`src/rtl/demux_1to2_buf.sv`:
```
// demux_1to2_buf: 1-to-2 demultiplexer with an independent 2-entry FIFO on each output port
module demux_1to2_buf #(
    parameter int DATA_WIDTH = 32,
    parameter int ERR_W      = 8
) (
    input  logic                  clk,
    input  logic                  rst_n,
    input  logic [DATA_WIDTH-1:0] in_data,
    input  logic                  in_valid,
    input  logic                  sel1,
    input  logic                  sel2,
    output logic                  in_ready,
    output logic [DATA_WIDTH-1:0] a_data,
    output logic                  a_valid,
    input  logic                  a_ready,
    output logic [DATA_WIDTH-1:0] b_data,
    output logic                  b_valid,
    input  logic                  b_ready,
    output logic                  err,
    output logic [ERR_W-1:0]      err_count
);
    // index 0 is port A, index 1 is port B
    logic [DATA_WIDTH-1:0] r_mem [2][2];
    logic [1:0]            r_count [2];
    logic [1:0]            r_wptr;
    logic [1:0]            r_rptr;
    logic                  r_err;
    logic [ERR_W-1:0]      r_err_count;
    logic [1:0]            w_route;
    logic [1:0]            w_full;
    logic [1:0]            w_push;
    logic [1:0]            w_pop;
    logic                  w_accept;
    logic                  w_drop;

    assign a_valid   = r_count[0] != 2'd0;
    assign b_valid   = r_count[1] != 2'd0;
    assign a_data    = r_mem[0][r_rptr[0]];
    assign b_data    = r_mem[1][r_rptr[1]];
    assign err       = r_err;
    assign err_count = r_err_count;

    // one-hot route with sel1 priority; readiness looks only at registered counts
    always_comb begin
        w_route  = {~sel1 & sel2, sel1};
        w_full   = {r_count[1] == 2'd2, r_count[0] == 2'd2};
        in_ready = ~|(w_route & w_full);
        w_accept = in_valid & in_ready;
        w_push   = w_accept ? w_route : 2'b00;
        w_drop   = w_accept & ~|w_route;
        w_pop    = {b_valid & b_ready, a_valid & a_ready};
    end

    // pointers, occupancy and the saturating error counter
    always_ff @(posedge clk) begin
        if (!rst_n) begin
            r_count[0]  <= 2'd0;
            r_count[1]  <= 2'd0;
            r_wptr      <= 2'b00;
            r_rptr      <= 2'b00;
            r_err       <= 1'b0;
            r_err_count <= '0;
        end else begin
            for (int p = 0; p < 2; p++) begin
                if (w_push[p]) r_wptr[p] <= ~r_wptr[p];
                if (w_pop[p]) r_rptr[p] <= ~r_rptr[p];
                r_count[p] <= r_count[p] + 2'(w_push[p]) - 2'(w_pop[p]);
            end
            r_err <= w_drop;
            if (w_drop && r_err_count != '1) r_err_count <= r_err_count + ERR_W'(1);
        end
    end

    // FIFO storage is left unreset; stale entries are hidden by the counts
    always_ff @(posedge clk) begin
        for (int p = 0; p < 2; p++) begin
            if (w_push[p]) r_mem[p][r_wptr[p]] <= in_data;
        end
    end
endmodule

```
`config.mk`:
```
export PLATFORM = sky130hd
export DESIGN_NAME = demux_1to2_buf
export DESIGN_NICKNAME = d
export VERILOG_FILES = /design/src/rtl/demux_1to2_buf.sv
export SDC_FILE = /design/constraint.sdc
export NUM_CORES = 1
export LEC_CHECK = 0
export ABC_AREA = 1
export CAP_MARGIN = 25
export CORE_ASPECT_RATIO = 1.4
export CORE_MARGIN = 8
export CORE_UTILIZATION = 55
export DETAILED_ROUTE_END_ITERATION = 8
export PLACE_DENSITY = 0.89
export SLEW_MARGIN = 20
export SYNTH_ARGS = -nofsm -noshare
export SYNTH_HDL_FRONTEND = slang
export SYNTH_SLANG_ARGS = --single-unit
```
`constraint.sdc`:
```
create_clock -name clk -period 4.95 [get_ports clk]
set_input_delay 0.99 -clock clk [delete_from_list [all_inputs] [get_ports clk]]
set_output_delay 0.99 -clock clk [all_outputs]
set_load 0.02 [all_outputs]
```
# [Yosys cells after proc, flatten, opt, wreduce, memory -nomap -nowiden]
# Memory sizes are Yosys's and may differ from the RTL's.
# Index checks and enable logic that the tools add are counted.
[classes] n_addsub=5 magnitude_cmp=6 eq_ne=3 n_mux=22 n_bitwise=17 reduce_logical=10
[ops] operator="32-bit 2-to-1 mux" n=8
[ops] operator="64-bit 2-to-1 mux" n=4
[ops] operator="32-bit demux with 1-bit select" n=2
[ops] operator="64-bit OR reduction" n=1
[ops] operator="8-bit by 1-bit adder with 8-bit output (second input constant)" n=1
[ops] operator="2-bit greater-or-equal comparator (second input constant)" n=4
[ops] operator="8-bit inequality test (second input constant)" n=1
[ops] operator="1-bit inverter with 2-bit output" n=4
[ops] operator="2-bit 2-to-1 mux" n=3
[ops] operator="1-bit AND" n=5
[ops] operator="1-bit 2-to-1 mux" n=5
[ops] operator="1-bit inverter" n=5
[ops] operator="2-bit by 1-bit adder with 2-bit output" n=2
[ops] operator="2-bit equality test (second input constant)" n=2
[ops] operator="2-bit by 1-bit < comparator with 1-bit output (second input constant)" n=2
[ops] operator="2-bit nonzero test" n=2
[ops] operator="2-bit OR reduction" n=2
[ops] operator="2-bit by 1-bit subtractor with 2-bit output" n=2
[ops] operator="1-bit logical AND" n=3
[ops] operator="2-bit AND" n=1
[ops] operator="1-bit logical NOT" n=2
[ops] operator="1-bit bitwise OR" n=2
[word_totals] ff_bits=13 ramBits=132 in_bits=39 output_inout_bits=76 elab_cells=71 mem_count=2
[memory_table] name="r_mem" depth=2 word_bits=64 read_ports=2 rd_clocked_by_memory_dff=0 write_ports=1 line_no="23" text="logic [DATA_WIDTH-1:0] r_mem [2][2];"
[memory_table] name="r_count" depth=2 word_bits=2 read_ports=2 rd_clocked_by_memory_dff=0 write_ports=2 line_no="24" text="logic [1:0] r_count [2];"

# [Longest topological paths before layout]
# Gate-level depths: netlist of run 1.
[logic_depth] word_depth=11 mapped_depth=10

# [Least setup slack after synthesis of run 1]
# OpenSTA, ideal clock, no wires.
[synth_path] path_type="input-to-reg" startpoint="input sel1" endpoint="memory r_mem[0][64] (netlist name) (enable)" arrival_ns=2.590 required_ns=4.527 slack_ns=1.937 cell_stages=3 n_path_buf=0 cell_sequence="inv_1 -> nand4_1 -> nor2_1"
[synth_via] elab_chain_len=11 elab_cells_between_ends=14 classes_between="7 x mux; 4 x bitwise; 3 x reduce/logical"
[synth_lines] item="from (decl)" line_no="10" text="input logic sel1,"
[synth_lines] item="1-bit inverter" line_no="45" text="w_route = {~sel1 & sel2, sel1};"
[synth_lines] item="1-bit AND" line_no="45"
[synth_lines] item="2-bit AND" line_no="47" text="in_ready = ~|(w_route & w_full);"
[synth_lines] item="2-bit OR reduction" line_no="47"
[synth_lines] item="1-bit logical NOT" line_no="47"
[synth_lines] item="1-bit AND" line_no="48" text="w_accept = in_valid & in_ready;"
[synth_lines] item="2-bit 2-to-1 mux *" line_no="49" text="w_push = w_accept ? w_route : 2'b00;"
[synth_lines] item="1-bit 2-to-1 mux" line_no="77" text="if (w_push[p]) r_mem[p][r_wptr[p]] <= in_data;"
[synth_lines] item="64-bit 2-to-1 mux (implied by the code)" line_no="77"
[synth_lines] item="64-bit OR reduction (no line)"
[synth_lines] item="1-bit 2-to-1 mux (no line) / 64-bit 2-to-1 mux (equally long branches)"
[synth_lines] item="to (decl)" line_no="23"
# Every way passes the cells marked *; elsewhere a longest branch is shown, timed or not.

# [Worst setup path in the final report of run 1]
[layout_path] startpoint="register r_rptr[1]" endpoint="output b_data[19]"
[layout_via] elab_chain_len=4
[layout_lines] item="from (decl)" line_no="26" text="logic [1:0] r_rptr;"
[layout_lines] item="from (signal, indexed assignment)" line_no="66" text="if (w_pop[p]) r_rptr[p] <= ~r_rptr[p];"
[layout_lines] item="1-bit inverter with 2-bit output (implied by the code)" line_no="39" text="assign b_data = r_mem[1][r_rptr[1]];"
[layout_lines] item="32-bit 2-to-1 mux (implied by the code) (3 in series)" line_no="39"
[layout_lines] item="to (decl)" line_no="16" text="output logic [DATA_WIDTH-1:0] b_data,"
# No other way between the ends. The select of a mux whose other input is x is not followed.

==> metrics.txt, run 1 <==
status completed; Wirelength per Cell 18.4 µm; CTS tree yes; largest net degree at the start of global routing 35; width of the chip 101 µm; largest family of logic cells by synthesized area simple AND/OR/NAND/NOR gates; Clk pwr share 35.4%; num ports 115; number of core rows 43; storage element area 0.00418 mm²; Post-synth EDFFs 128; via count 3915; CTS Hold Buffers Added 0; Fin. Hold Viols 0; final net count 635; Sw Ratio 29.9%; WS Path Type reg2out; crit path DAT 2.72 ns; fillcell total 573; startpoint types flip-flop; Layout Skew 0.00894 ns; setup bufs post-CTS 0; Max VDD drop 0.327 mV; initial antenna violation count 0; Final Cycle Share 75.0%; flops & latches, synth 145; Non-Filler Instances 739; first-pass GRT wire length 20100 µm; DRT antenna net count 0; Overflow after GRT 0; port bufs 114; Syn. warnings 0; mux contribution to synthesized area 0%; Post-CTS Resized 0; Iter 0 DRT Violations 241; core area 0.00985 mm²; total negative slack 0 ns; Mapped Nets 511; Post-synth ARST share 0%; combinational share of power 28.5%; commonest cells in the netlist nand2_1 (217), edfxtp_1 (128), inv_1 (24), nor2_1 (19), dfxtp_1 (17); Final WS setup 1.24 ns; TritonCTS Buffers 17; Final Max Slew Viols 0; Mapped Area 0.00553 mm²; Yosys top cell by area edfxtp_1; Slowest-stage cell, CP clkinv_1; Leak 2.96 nW; syn avg cell area 11.9 µm²; NetSw 1.21 mW; adder-cell share of the synthesized area 1.13%; last weighted congestion value of the routability-driven placer 0.763; Clk Latency, worst-skew pair 0.42 ns; crit path capture type output pin; gr busiest metal met2; post-synthesis sequential area ratio 75.6%; Via density 5.30; area of the multi-input gates 0.00120 mm²; Placed Cells incl. Taps 704; ant diodes 0; M3 GR Usage 6.39%; Synth Area in Compound Gates 1.65%; top post-synthesis cells by area edfxtp_1 (69%), nand2_1 (15%), dfxtp_1 (6.1%), inv_1 (1.6%), nor2_1 (1.3%); CP top delay family buffers and inverters; Residual DRC 0; Internal 2.83 mW; drt pass-1 iters 5; Buf+Inv Stages, Crit Path 4; PwrDens 532 mW/mm²; Worst-path clk slew 0.06 ns; DP Wirelength 8280 µm; worst slew pin tran 0.987 ns; critical path's most frequent cell nand2_1; post-placement cell area 0.00685 mm²; post-synthesis xor/xnor area fraction 0.475%; Synth Instances 467; initial core utilization 56.2%; maximum clock frequency 269 MHz; Crit path required time 3.96 ns; CP Cell Sequence buf_4, clkinv_1, buf_8, nand2_1, nand2_1, clkdlybuf4s50_1; Sink Count 145; CTS H-tree depth 4; max-cap viol count 0; Tot Pwr 4.03 mW; Hold Crit Class reg2reg; number of global-route vias before repair 4049; Finish-stage setup viols 0; All-Layer GR Usage 20.1%; crit-path max cell delay 0.56 ns; RSZ-0062 raised after global routing false; most used flip-flop cell after synthesis edfxtp_1; CP Max Fanout 33; GRT met2 Usage 36.2%; Simple-Gate Fraction of Synth Area 18.1%; crit path time final 3.71 ns; dpl ws 1.34 ns; GRT met1 Usage 19.4%; maximum buffer depth of the clock tree 2; Reg power frac 36.1%; most frequent cell after synthesis nand2_1; die area 0.0136 mm²; clk root buf clkbuf_16; layout cells sized above 1 7.12%; Yosys top cell area share 69.5%; Rel. slew slack 34.0%; design area 0.00757 mm²; die height 135 µm; count of cell types in the netlist 22; DRT Wirelength 13600 µm; Syn-to-layout area delta 36.9%
==> state kept, by name, indices dropped and copies added, names as in the netlist <==
name       count
err            1
err_count      8
r_count        4
r_mem        128
r_rptr         2
r_wptr         2
==> cell type report <==
cell class | count | area share (%)
clock buffer | 18 | 5.67
clock inverter | 14 | 3.12
inverter | 26 | 1.29
multi-input combinational | 280 | 15.9
sequential | 145 | 55.2
tap | 135 | 2.23
timing repair buffer | 121 | 16.6
==> path summary, 6_finish.rpt <==
path | start | to | slack (ns) | depth (start not counted)
worst max register to register | r_count[0][3] | r_count[0][3] | 2.95 | 10
worst min register to register | err_count[0] | err_count[0] | 0.52 | 2
worst min-delay path | err_count[0] | err_count[0] | 0.52 | 2
worst max-delay path | r_rptr[1] | b_data[19] | 1.24 | 6
==> metrics by stage <==
stage	util, %	hold slack (ns)
4_1_cts	76.3	0.518
5_1_grt	76.9	0.548
6_report	76.9	0.518
3_5_place_dp	69.5	0.509
3_3_place_gp	69.3	0.488
2_1_floorplan	-	0.471
==> placed cells by master, fill, tap and decap left out <==
cell             count
a21oi_1             10
a31oi_1              1
buf_12               1
buf_16               2
buf_4                3
buf_8                1
bufinv_16            6
clkbuf_1             1
clkbuf_16           17
clkdlybuf4s50_1    114
clkinv_1             3
clkinv_2             2
clkinv_4             3
clkinvlp_4           1
dfxtp_1             17
edfxtp_1           128
ha_1                 5
inv_1               24
inv_6                1
nand2_1            217
nand2_2              1
nand3_1              7
nand3b_1             1
nand4_1              6
nor2_1              16
nor2_2               1
nor2_4               3
nor3_1               1
nor3b_4              1
o21ai_0              7
xnor2_1              2
xor2_1               1
==> worst min-delay path, delay by kind of cell (launching register included) <==
kind,cells,cell delay (ns)
AO/OA/AOI/OAI,1,0.05
flip-flops,1,0.34
AND/OR/NAND/NOR,1,0.08
==> logic make-up after synthesis <==
family / after synthesis
and+or+nand+nor: 254
adders and majority gates: 5
AOI/OAI and AO/OA: 18
DFF: 145
xor gates and xnor gates: 3
buffers and inverters: 42
==> routing by layer <==
metal	routed length [µm]	vias up
li1	-	1809
met1	4760	1906
met2	7460	164
met3	942	36
met4	426	0
met5	0	-
==> power groups by stage <==
| stage | clock network, mW | logic, mW | registers, mW |
|---|---|---|---|
| global placement | 0 | 1.08 | 1.47 |
| CTS | 1.44 | 1.14 | 1.45 |
| floorplan | 0 | 0.568 | 1.47 |
| global route | 1.48 | 1.23 | 1.46 |
| finish | 1.43 | 1.15 | 1.45 |
| detailed placement | 0 | 1.12 | 1.48 |
(Power assumes the default switching activity.)
==> run 2, diff against run 1 <==
--- a/config.mk
+++ b/config.mk
@@ -9,9 +9,9 @@
 export CAP_MARGIN = 25
 export CORE_ASPECT_RATIO = 1.4
 export CORE_MARGIN = 8
-export CORE_UTILIZATION = 55
+export CORE_UTILIZATION = 51
 export DETAILED_ROUTE_END_ITERATION = 8
-export PLACE_DENSITY = 0.89
+export PLACE_DENSITY = 0.84
 export SLEW_MARGIN = 20
 export SYNTH_ARGS = -nofsm -noshare
 export SYNTH_HDL_FRONTEND = slang
==> constraint.sdc (replaced) <==
create_clock -name clk -period 3.85 [get_ports clk]
set_input_delay 0.77 -clock clk [delete_from_list [all_inputs] [get_ports clk]]
set_output_delay 0.77 -clock clk [all_outputs]
set_load 0.02 [all_outputs]
==> run 2 against run 1 <==
Compared with the run above:
- wire length fell by 7.3%
- combinational power rose by 23%
- non-clock buffer count increased by 1
- clock-buffer cell count unchanged
- critical endpoint is now in_ready
- largest cell class unchanged
- highest routed layer is now met5
==> metrics.txt, run 2 (synthesis gave the netlist of run 1 again) <==
status completed; post-placement cell area 0.00688 mm² (+0.44%); Worst-path clk slew 0.06 ns (about the same); most frequent cells in the layout nand2_1 (217), edfxtp_1 (128), clkdlybuf4s50_1 (114); R2R Setup Slk 2.02 ns (-0.93 ns); TritonCTS Buffers 17 (unchanged); initial core utilization 51.7% (-4.5 points); crit path DAT 2.31 ns (-0.41 ns); CP top delay family buffers and inverters; startpoint types primary input; final net count 636 (+0.16%); Metal-1 WL 4720 µm (-0.67%); ant diodes 0 (unchanged); Rel. slew slack 58.4% (+24 points); via count 3745 (-4.3%); Sink Count 145 (unchanged); maximum buffer depth of the clock tree 2 (unchanged); storage element area 0.00418 mm² (unchanged); layout cells sized above 1 7.11% (-0.012 points); last weighted congestion value of the routability-driven placer 0.779 (+2.1%); die height 139 µm (+3.4%); Residual DRC 0 (unchanged); clk root buf clkbuf_16; crit path time final 3.08 ns; Post-CTS Resized 0 (unchanged); CTS Hold Buffers Added 0 (unchanged); fillcell total 719 (+25%); Final Cycle Share 79.9%; port bufs 114 (unchanged); commonest non-fill, non-tap cell in the layout nand2_1; CP Max Fanout 5 (-85%); area of the multi-input gates 0.00120 mm² (unchanged); Via density 5.02 (-5.2%); Leak 2.89 nW (-2.4%); num ports 115 (unchanged); DRT Wirelength 12600 µm (-7.3%); Tot Pwr 4.76 mW (+18%); crit path capture type output pin; WS Path Type in2out; cell count along the critical path 6 (unchanged); initial antenna violation count 1 (+1); Placed Cells incl. Taps 714 (+1.4%); width of the chip 104 µm (+3.2%); r2r endpoint r_mem[0][17]; All-Layer GR Usage 17.4% (-2.7 points); RSZ-0062 raised after global routing false; Fin. Hold Viols 0 (unchanged); CP Cell Sequence clkdlybuf4s50_1, inv_1, nand2_1, nor2_1, nor2_1, clkdlybuf4s50_1; hold path depth 2 (unchanged); dpl ws 0.757 ns (-0.586 ns); hold path startpoint err_count[1]; Non-Filler Instances 746 (+0.95%); Iter 0 DRT Violations 205 (-15%); first-pass GRT wire length 19500 µm (-3.0%); Overflow after GRT 0 (unchanged); CTS tree yes; met3 wire len 664 µm (-30%); top layer in use met5; Hold Crit Class reg2reg; Final Max Slew Viols 0 (unchanged); setup bufs post-CTS 0 (unchanged); FF-to-FF Start r_count[0][2]; worst slew pin tran 0.624 ns (-0.364 ns); crit-path max cell delay 0.62 ns (+0.06 ns); Finish-stage setup viols 0 (unchanged); Max VDD drop 0.448 mV (+37%); Final WS setup 0.773 ns (-0.466 ns); Clk Latency, worst-skew pair 0.41 ns (about the same); die area 0.0145 mm² (+6.7%); number of core rows 45 (+4.7%); number of global-route vias before repair 3862 (-4.6%); max-cap viol count 0 (unchanged); Slowest-stage cell, CP clkdlybuf4s50_1; DRT antenna net count 0 (unchanged); max reg flops 128 (unchanged); Buf+Inv Stages, Crit Path 3 (-1); maximum clock frequency 325 MHz; Syn-to-layout area delta 34.1%; Finished Core Util 69.4% (-7.6 points); total negative slack 0 ns (unchanged); Wirelength per Cell 16.9 µm (-8.2%); Crit path required time 3.08 ns (-0.88 ns); CTS H-tree depth 4 (unchanged); PwrDens 641 mW/mm² (+21%); met2 WL 7040 µm (-5.6%); core area 0.0107 mm² (+8.7%); design area 0.00742 mm² (-2.0%); Reg2Reg Depth 7 (-3); minimum hold slack 0.510 ns (-0.00750 ns); DP Wirelength 8250 µm (-0.35%); drt pass-1 iters 5 (unchanged); Layout Skew 0.00550 ns (-0.00345 ns); largest net degree at the start of global routing 34 (-2.9%); WHS Endpoint err_count[1]
## run 2: cell type report
class                           count  area share [%]
Tap cell                          141            2.38
Timing Repair Buffer              122            16.4
Sequential cell                   145            56.4
Multi-Input combinational cell    280            16.2
Clock buffer                       18            5.78
Clock inverter                     14            1.57
Inverter                           26            1.31
## run 2: where the power goes
group | internal [mW] | total (mW) | switching, mW
combinational | 0.565 | 1.41 | 0.842
sequential | 1.83 | 1.87 | 0.0383
clock | 0.884 | 1.49 | 0.604
## run 2: per-layer routing
layer	vias up	GRT usage, %
met5	-	0
met4	2	6.89
met3	12	5.55
met2	111	33.1
met1	1815	16.9
li1	1805	-
## run 2: tightest hold or removal path: cells and delay by family, from the launching register on
family | cells | cell delay, ns
AND/OR/NAND/NOR | 1 | 0.07
flip-flops | 1 | 0.33
AO/OA/AOI/OAI | 1 | 0.06
## run 2: worst max-delay path by stage
stage,end,slack [ns],startpoint
2_1_floorplan,r_mem[0][64],1.06,sel1
3_3_place_gp,in_ready,0.78,sel1
3_5_place_dp,in_ready,0.76,sel1
4_1_cts,in_ready,0.76,sel1
5_1_grt,in_ready,0.70,sel1
6_report,in_ready,0.77,sel1
==> run 3, diff against run 2 <==
--- a/config.mk
+++ b/config.mk
@@ -9,9 +9,9 @@
 export CAP_MARGIN = 25
 export CORE_ASPECT_RATIO = 1.4
 export CORE_MARGIN = 8
-export CORE_UTILIZATION = 51
+export CORE_UTILIZATION = 46
 export DETAILED_ROUTE_END_ITERATION = 8
-export PLACE_DENSITY = 0.84
+export PLACE_DENSITY = 0.8
 export SLEW_MARGIN = 20
 export SYNTH_ARGS = -nofsm -noshare
 export SYNTH_HDL_FRONTEND = slang
==> constraint.sdc (replaced) <==
create_clock -name clk -period 2.8 [get_ports clk]
set_input_delay 0.56 -clock clk [delete_from_list [all_inputs] [get_ports clk]]
set_output_delay 0.56 -clock clk [all_outputs]
set_load 0.02 [all_outputs]
==> run 3 against run 2 <==
Compared with the run above:
- register-to-register slack lost 0.90 ns
- clock-buffer cell count grew 1
- design area grew 0.79%
- largest power group unchanged
- highest routed layer is now met4
==> metrics.txt, run 3 (synthesis gave the netlist of run 1 again) <==
crit path capture type output pin; total negative slack 0 ns (unchanged); status completed; RSZ-0062 raised after global routing false; Sink Count 145 (unchanged); setup bufs post-CTS 0 (unchanged); Leak 2.92 nW (+1.2%); last weighted congestion value of the routability-driven placer 0.796 (+2.2%); ant diodes 0 (unchanged); core area 0.0118 mm² (+9.9%); PwrDens 881 mW/mm² (+37%); Syn-to-layout area delta 35.2%; maximum buffer depth of the clock tree 2 (unchanged); Wirelength per Cell 16.9 µm (+0.41%); Final Cycle Share 91.5%; die height 146 µm (+4.7%); number of global-route vias before repair 3861 (-0.026%); commonest non-fill, non-tap cell in the layout nand2_1; num ports 115 (unchanged); top layer in use met4; Via density 4.96 (-1.3%); DP Wirelength 8890 µm (+7.8%); CP Max Fanout 25 (+20); Post-CTS Resized 0 (unchanged); clk root buf clkbuf_16; number of core rows 47 (+4.4%); via count 3762 (+0.45%); Buf+Inv Stages, Crit Path 3 (unchanged); Final Max Slew Viols 0 (unchanged); port bufs 114 (unchanged); first-pass GRT wire length 19700 µm (+0.74%); crit-path max cell delay 0.55 ns (-0.07 ns); Slowest-stage cell, CP clkdlybuf4s50_1; max reg flops 128 (unchanged); Residual DRC 0 (unchanged); initial antenna violation count 0 (-1); met2 WL 7300 µm (+3.8%); Layout Skew 0.0161 ns (+0.0106 ns); Crit path required time 2.24 ns (-0.84 ns); CP top delay family buffers and inverters; Overflow after GRT 0 (unchanged); largest net degree at the start of global routing 33 (-2.9%); Fin. Hold Viols 0 (unchanged); DRT Wirelength 12900 µm (+2.2%); worst slew pin tran 0.531 ns (-0.0923 ns); width of the chip 109 µm (+4.5%); max-cap viol count 0 (unchanged); Iter 0 DRT Violations 162 (-21%); WS Path Type reg2out; DRT antenna net count 0 (unchanged); post-placement cell area 0.00694 mm² (+0.87%); crit path DAT 2.00 ns (-0.31 ns); Worst-path clk slew 0.06 ns (about the same); design area 0.00748 mm² (+0.79%); layout cells sized above 1 8.17% (+1.1 points); Clk Latency, worst-skew pair 0.41 ns (about the same); maximum clock frequency 390 MHz; CTS Hold Buffers Added 0 (unchanged); critical path's most frequent cell nand2_1; crit path time final 2.56 ns; CTS tree yes; final net count 643 (+1.1%); Finish-stage setup viols 0 (unchanged); die area 0.0158 mm² (+9.4%); Max VDD drop 0.552 mV (+23%); met3 wire len 828 µm (+25%); TritonCTS Buffers 17 (unchanged); CTS H-tree depth 4 (unchanged); All-Layer GR Usage 16.5% (-0.99 points); most frequent cells in the layout nand2_1 (217), edfxtp_1 (128), clkdlybuf4s50_1 (114); CP Cell Sequence clkinv_1, buf_12, nand2_1, nand2_1, clkdlybuf4s50_1; Metal-1 WL 4520 µm (-4.3%); Hold Crit Class reg2reg; drt pass-1 iters 4 (-1); initial core utilization 47.1% (-4.7 points); startpoint types flip-flop; Rel. slew slack 64.5% (+6.2 points)
## run 3: report_power, final
group | switching, mW | leakage [nW] | internal (mW) | total, mW
Clock | 0.831 | 0.261 | 1.22 | 2.05
Combinational | 1.17 | 1.35 | 0.804 | 1.97
Sequential | 0.0538 | 1.31 | 2.51 | 2.57
## run 3: final cells by class
cell class / count / area, µm²
fill: 941 / 4280
multi-input combinational: 280 / 1200
timing repair buffer: 129 / 1270
clock inverter: 13 / 111
tap: 147 / 184
sequential: 145 / 4180
clock buffer: 19 / 433
inverter: 26 / 97.6
## run 3: metal layers
metal  GRT usage (%)  vias to the layer above
met4            7.08                        0
met3            4.79                       15
met1            15.8                     1818
li1                -                     1822
met2            30.9                      107
met5               0                        -
## run 3: final timing paths
check	start	endpoint	slack [ns]	depth (start not counted)
max	r_rptr[0]	a_data[7]	0.24	5
min	err_count[3]	err_count[3]	0.51	2
max reg2reg	r_count[0][3]	r_count[0][3]	1.12	10
min reg2reg	err_count[3]	err_count[3]	0.51	2
## run 3: stage by stage
step / std cells / worst slack (ns) / total power, mW / util, % / hold slack (ns)
after detailed placement: 727 / 0.240 / 4.61 / 59.0 / 0.503
after floorplan: 467 / 0.217 / 3.60 / - / 0.471
after global placement: 727 / 0.268 / 4.56 / 59.0 / 0.488
after CTS: 759 / 0.180 / 6.66 / 63.6 / 0.513
final: 759 / 0.239 / 6.59 / 63.6 / 0.515
after global routing: 759 / 0.0823 / 6.88 / 63.6 / 0.558
## run 3: worst min-delay path, delay by kind of cell, from the launching register on
family	cells	cell delay, ns
compound gates	1	0.05
flops	1	0.34
simple gates	1	0.07
==> patch 1, RTL diff (flow settings as in run 3) <==
Reset style: asynchronous (`rst_n`), changed in one clocked block.
--- a/src/rtl/demux_1to2_buf.sv
+++ b/src/rtl/demux_1to2_buf.sv
@@ -54,3 +54,3 @@
     // pointers, occupancy and the saturating error counter
-    always_ff @(posedge clk) begin
+    always_ff @(posedge clk or negedge rst_n) begin
         if (!rst_n) begin
Formal check against the unedited RTL: differs if rst_n is asserted again (counterexample within 4 cycles, from zero or initial values and one cycle with rst_n low); with rst_n held inactive, the same outputs for 4 cycles.
==> patch 1 against run 3 <==
- clock power grew 7%
- non-clock buffer count shrank 4
- area after synthesis grew 0.61%
- global-route usage shrank 0.67 points
- worst setup slack lost 0.094 ns
- sequential cell count is the same
- die area grew 0.53%
- power grew 19%
- sequential power grew 7%
- wire length shrank 5.9%
- design area grew 1.2%
- largest cell class unchanged
- largest power group is now combinational logic
- highest routed layer is now met5
==> patch 1: results (changes against run 3) <==
Status: completed
Share of cells above drive strength 1: 0.08263 (+0.0009313)
Worst slack, placed: 0.1470 ns (-0.09252 ns)
Mapped Cells: 450 (-3.6%)
Root Driver: clkbuf_16
Worst Skew: 0.008044 ns (-0.008069 ns)
Antenna violations before repair: 1 (+1)
Most common library cells after synthesis: nand2_1, edfxtp_1, inv_1, dfrtp_1
Ant. Diodes: 0 (unchanged)
H-tree depth: 4 (unchanged)
Vias in the first global route: 3750 (-2.9%)
Primary FF master, synth: edfxtp_1
FF-to-FF setup slack: 1.12 ns (about the same)
Most frequent cell after synthesis: nand2_1
Final Critical Period: 2.655 ns (+0.09416 ns)
Max Fanout on Critical Path: 5 (-80%)
Synth unique cells: 19 (-14%)
Fraction of registers with async set/reset: 0.1172 (+0.1172)
Global-route usage over all layers: 0.1579 (-0.006659)
Clock latency at the later pin of the worst-skew pair: 0.41 ns (about the same)
Layout net count: 624 (-3.0%)
WL/cell: 16.36 microns (-3.5%)
Max reg flops: 128 (unchanged)
Mux cell area share after synthesis: 0 (unchanged)
Worst Tran Pin Value: 0.8016 ns (+0.2702 ns)
Syn nets: 494 (-3.3%)
Largest net degree at the start of global routing: 33 (unchanged)
Dpl cells: 708 (-2.6%)
First-pass GRT wire length: 19.00 mm (-3.5%)
Worst Hold Class: register to register
Lkg Pwr: 3.030 nW (+3.7%)
Non-Filler Instances: 740 (-2.5%)
Cell internal pwr: 5.156 mW (+14%)
Vias: 3621 (-3.7%)
Synth Area in Compound Gates: 0.002697 (-0.01381)
Drt pass-1 iters: 4 (unchanged)
Post-synthesis xor/xnor area fraction: 0.01730 (+0.01256)
Register-to-Register Path Depth: 9 (-1)
Synth Area in Adders: 0.01124 (-0.00006859)
Routability Congestion: 0.7819 (-1.7%)
CTS Buf Count: 17 (unchanged)
VDD IR max: 0.6111 mV (+11%)
Postcts setup bufs: 0 (unchanged)
Synth warn: 0 (unchanged)
Hold depth: 2 (unchanged)
Synth top area cells: edfxtp_1, nand2_1, dfrtp_1
1st-iter DRT viols: 201 (+24%)
PortBufs: 114 (unchanged)
Sequential share of the synthesized area: 0.7667 (+0.01069)
Crit path DAT: 2.10 ns (+0.10 ns)
Post-CTS Resized: 0 (unchanged)
Slowest stage delay, CP: 0.62 ns (+0.07 ns)
CTS max path bufs: 2 (unchanged)
Sequential cell power: 2.76 mW (+7%)
Post-synth EDFFs: 128 (unchanged)
Clock share of power: 0.280 (-0.031)
Dpl hpwl: 8.110 mm (-8.8%)
Clock transition at path regs: 0.06 ns (about the same)
Post-synth top area share: 0.6903 (-0.004214)
==> patch 1: cell type report <==
cell class,instances,area (sq um)
Clock inverter,14,157.7
Multi-Input combinational cell,270,1177
Clock buffer,18,429.2
Fill cell,862,4250
Inverter,21,78.83
Timing Repair Buffer,125,1274
Sequential cell,145,4269
Tap cell,147,183.9
==> patch 1: kinds of logic after synthesis <==
| logic type | after synthesis |
|---|---|
| AND/OR/NAND/NOR | 251 |
| flip-flops | 145 |
| buffers and inverters | 35 |
| XOR/XNOR | 11 |
| adder cells (fa/ha/maj) | 5 |
| AO/OA/AOI/OAI | 3 |
==> patch 1: through the flow <==
stage | area, sq um | total power [mW] | hold WS [ns]
6_report | 7570 | 7.835 | 0.5026
5_1_grt | 7570 | 8.203 | 0.5212
3_5_place_dp | 6983 | 5.733 | 0.4782
4_1_cts | 7570 | 7.932 | 0.5073
3_3_place_gp | 6983 | 5.648 | 0.4673
2_1_floorplan | 5568 | 4.300 | 0.2644
==> patch 1: critical path, delay by kind of cell <==
| family | cells | cell delay, ns |
|---|---|---|
| buffers and inverters | 3 | 1.30 |
| and+or+nand+nor | 3 | 0.24 |
==> patch 1: final timing paths <==
kind	startpoint	endpoint
max	sel1	in_ready
min reg2reg	r_wptr[0]	r_wptr[0]
min	r_wptr[0]	r_wptr[0]
max reg2reg	r_count[1]	r_count[1]
max in group asynchronous	rst_n	err
min in group asynchronous	rst_n	err_count[1]
==> patch 1: routing by layer <==
metal | vias up | part of all wire | global-route usage
met1 | 1718 | 0.37 | 0.1634
met2 | 133 | 0.54 | 0.2855
li1 | 1748 | - | -
met5 | - | 0.0011 | 0
met3 | 20 | 0.074 | 0.05110
met4 | 2 | 0.014 | 0.05498
==> patch 2, RTL diff (config.mk and constraints of run 3) <==
Made on the original files. Change the parameter `ERR_W` from 8 to 12.
--- a/src/rtl/demux_1to2_buf.sv
+++ b/src/rtl/demux_1to2_buf.sv
@@ -3,3 +3,3 @@
     parameter int DATA_WIDTH = 32,
-    parameter int ERR_W      = 8
+    parameter int ERR_W      = 12
 ) (
Ports: changed (resized err_count); port bits go from 115 to 119. The function was not compared with the original's and may differ.
==> patch 2 against run 3 <==
- maximum frequency decreased by 1.8%
- highest routed layer unchanged
- cell count increased by 8.0%
- worst setup slack got worse by 0.046 ns
- wire length increased by 5.6%
- via count increased by 9.9%
- design area increased by 4.7%
- area after synthesis increased by 5.4%
- power increased by 1.4%
- sequential cell count increased by 4
==> patch 2: results (changes against run 3) <==
Status: completed
Synth top area cells: edfxtp_1, nand2_1, dfxtp_1
Hold Crit Start: r_count[0][1]
Sequential share of the synthesized area: 0.7310 (-0.02503)
PortBufs: 118 (+3.5%)
Met3 routed WL: 783 microns (-5.4%)
Vias: 4134 (+9.9%)
Crit path DAT: 2.05 ns (+0.05 ns)
Switching Power: 2.079 mW (+1.2%)
Fillers: 951 (+1.1%)
WL/cell: 16.57 microns (-2.2%)
Layout net count: 700 (+8.9%)
Worst Skew: 0.007706 ns (-0.008407 ns)
Share of cells above drive strength 1: 0.08520 (+0.003502)
Met2 wire len: 7.405 mm (+1.4%)
Synth unique cells: 26 (+18%)
Cell Area, Placed: 7287 sq um (+5.1%)
Worst slack, placed: 0.1956 ns (-0.04396 ns)
Global-route usage over all layers: 0.1662 (+0.001730)
1st-iter DRT viols: 219 (+35%)
Met1 WL: 5.176 mm (+15%)
VDD IR max: 0.4487 mV (-19%)
Syn nets: 562 (+10%)
Comb power frac: 0.298 (about the same)
Clock share of power: 0.310 (about the same)
## patch 2: final timing paths
check	to	slack [ns]	depth (start not counted)
worst max-delay path	in_ready	0.19	6
worst min-delay path	r_count[0][1]	0.50	2
worst max register to register	r_count[0][3]	1.09	10
worst min register to register	r_count[0][1]	0.50	2
## patch 2: cells by family (layout without fill, tap and decap cells)
group	after synthesis	count (layout)
AND/OR/NAND/NOR	295	295
flip-flops	149	149
buffers and inverters	48	199
AO/OA/AOI/OAI	16	16
adder cells (fa/ha/maj)	5	5
XOR/XNOR	5	5
other	0	1
## patch 2: area by class of cell
type                    instances  area (sq um)  share of cell area
diodes                          1         2.502           0.0003194
clock buffers                  20         436.7             0.05574
clock inverters                12         107.6             0.01374
inverters                      31         116.4             0.01485
multi-input cells             321          1403              0.1790
flip-flops and latches        149          4264              0.5443
well taps                     150         187.7             0.02396
repair buffers                136          1316              0.1680
## patch 2: critical path: cells and delay by family
family        cells  cell delay [ns]
simple gates      3             0.26
buf+inv           3             1.22
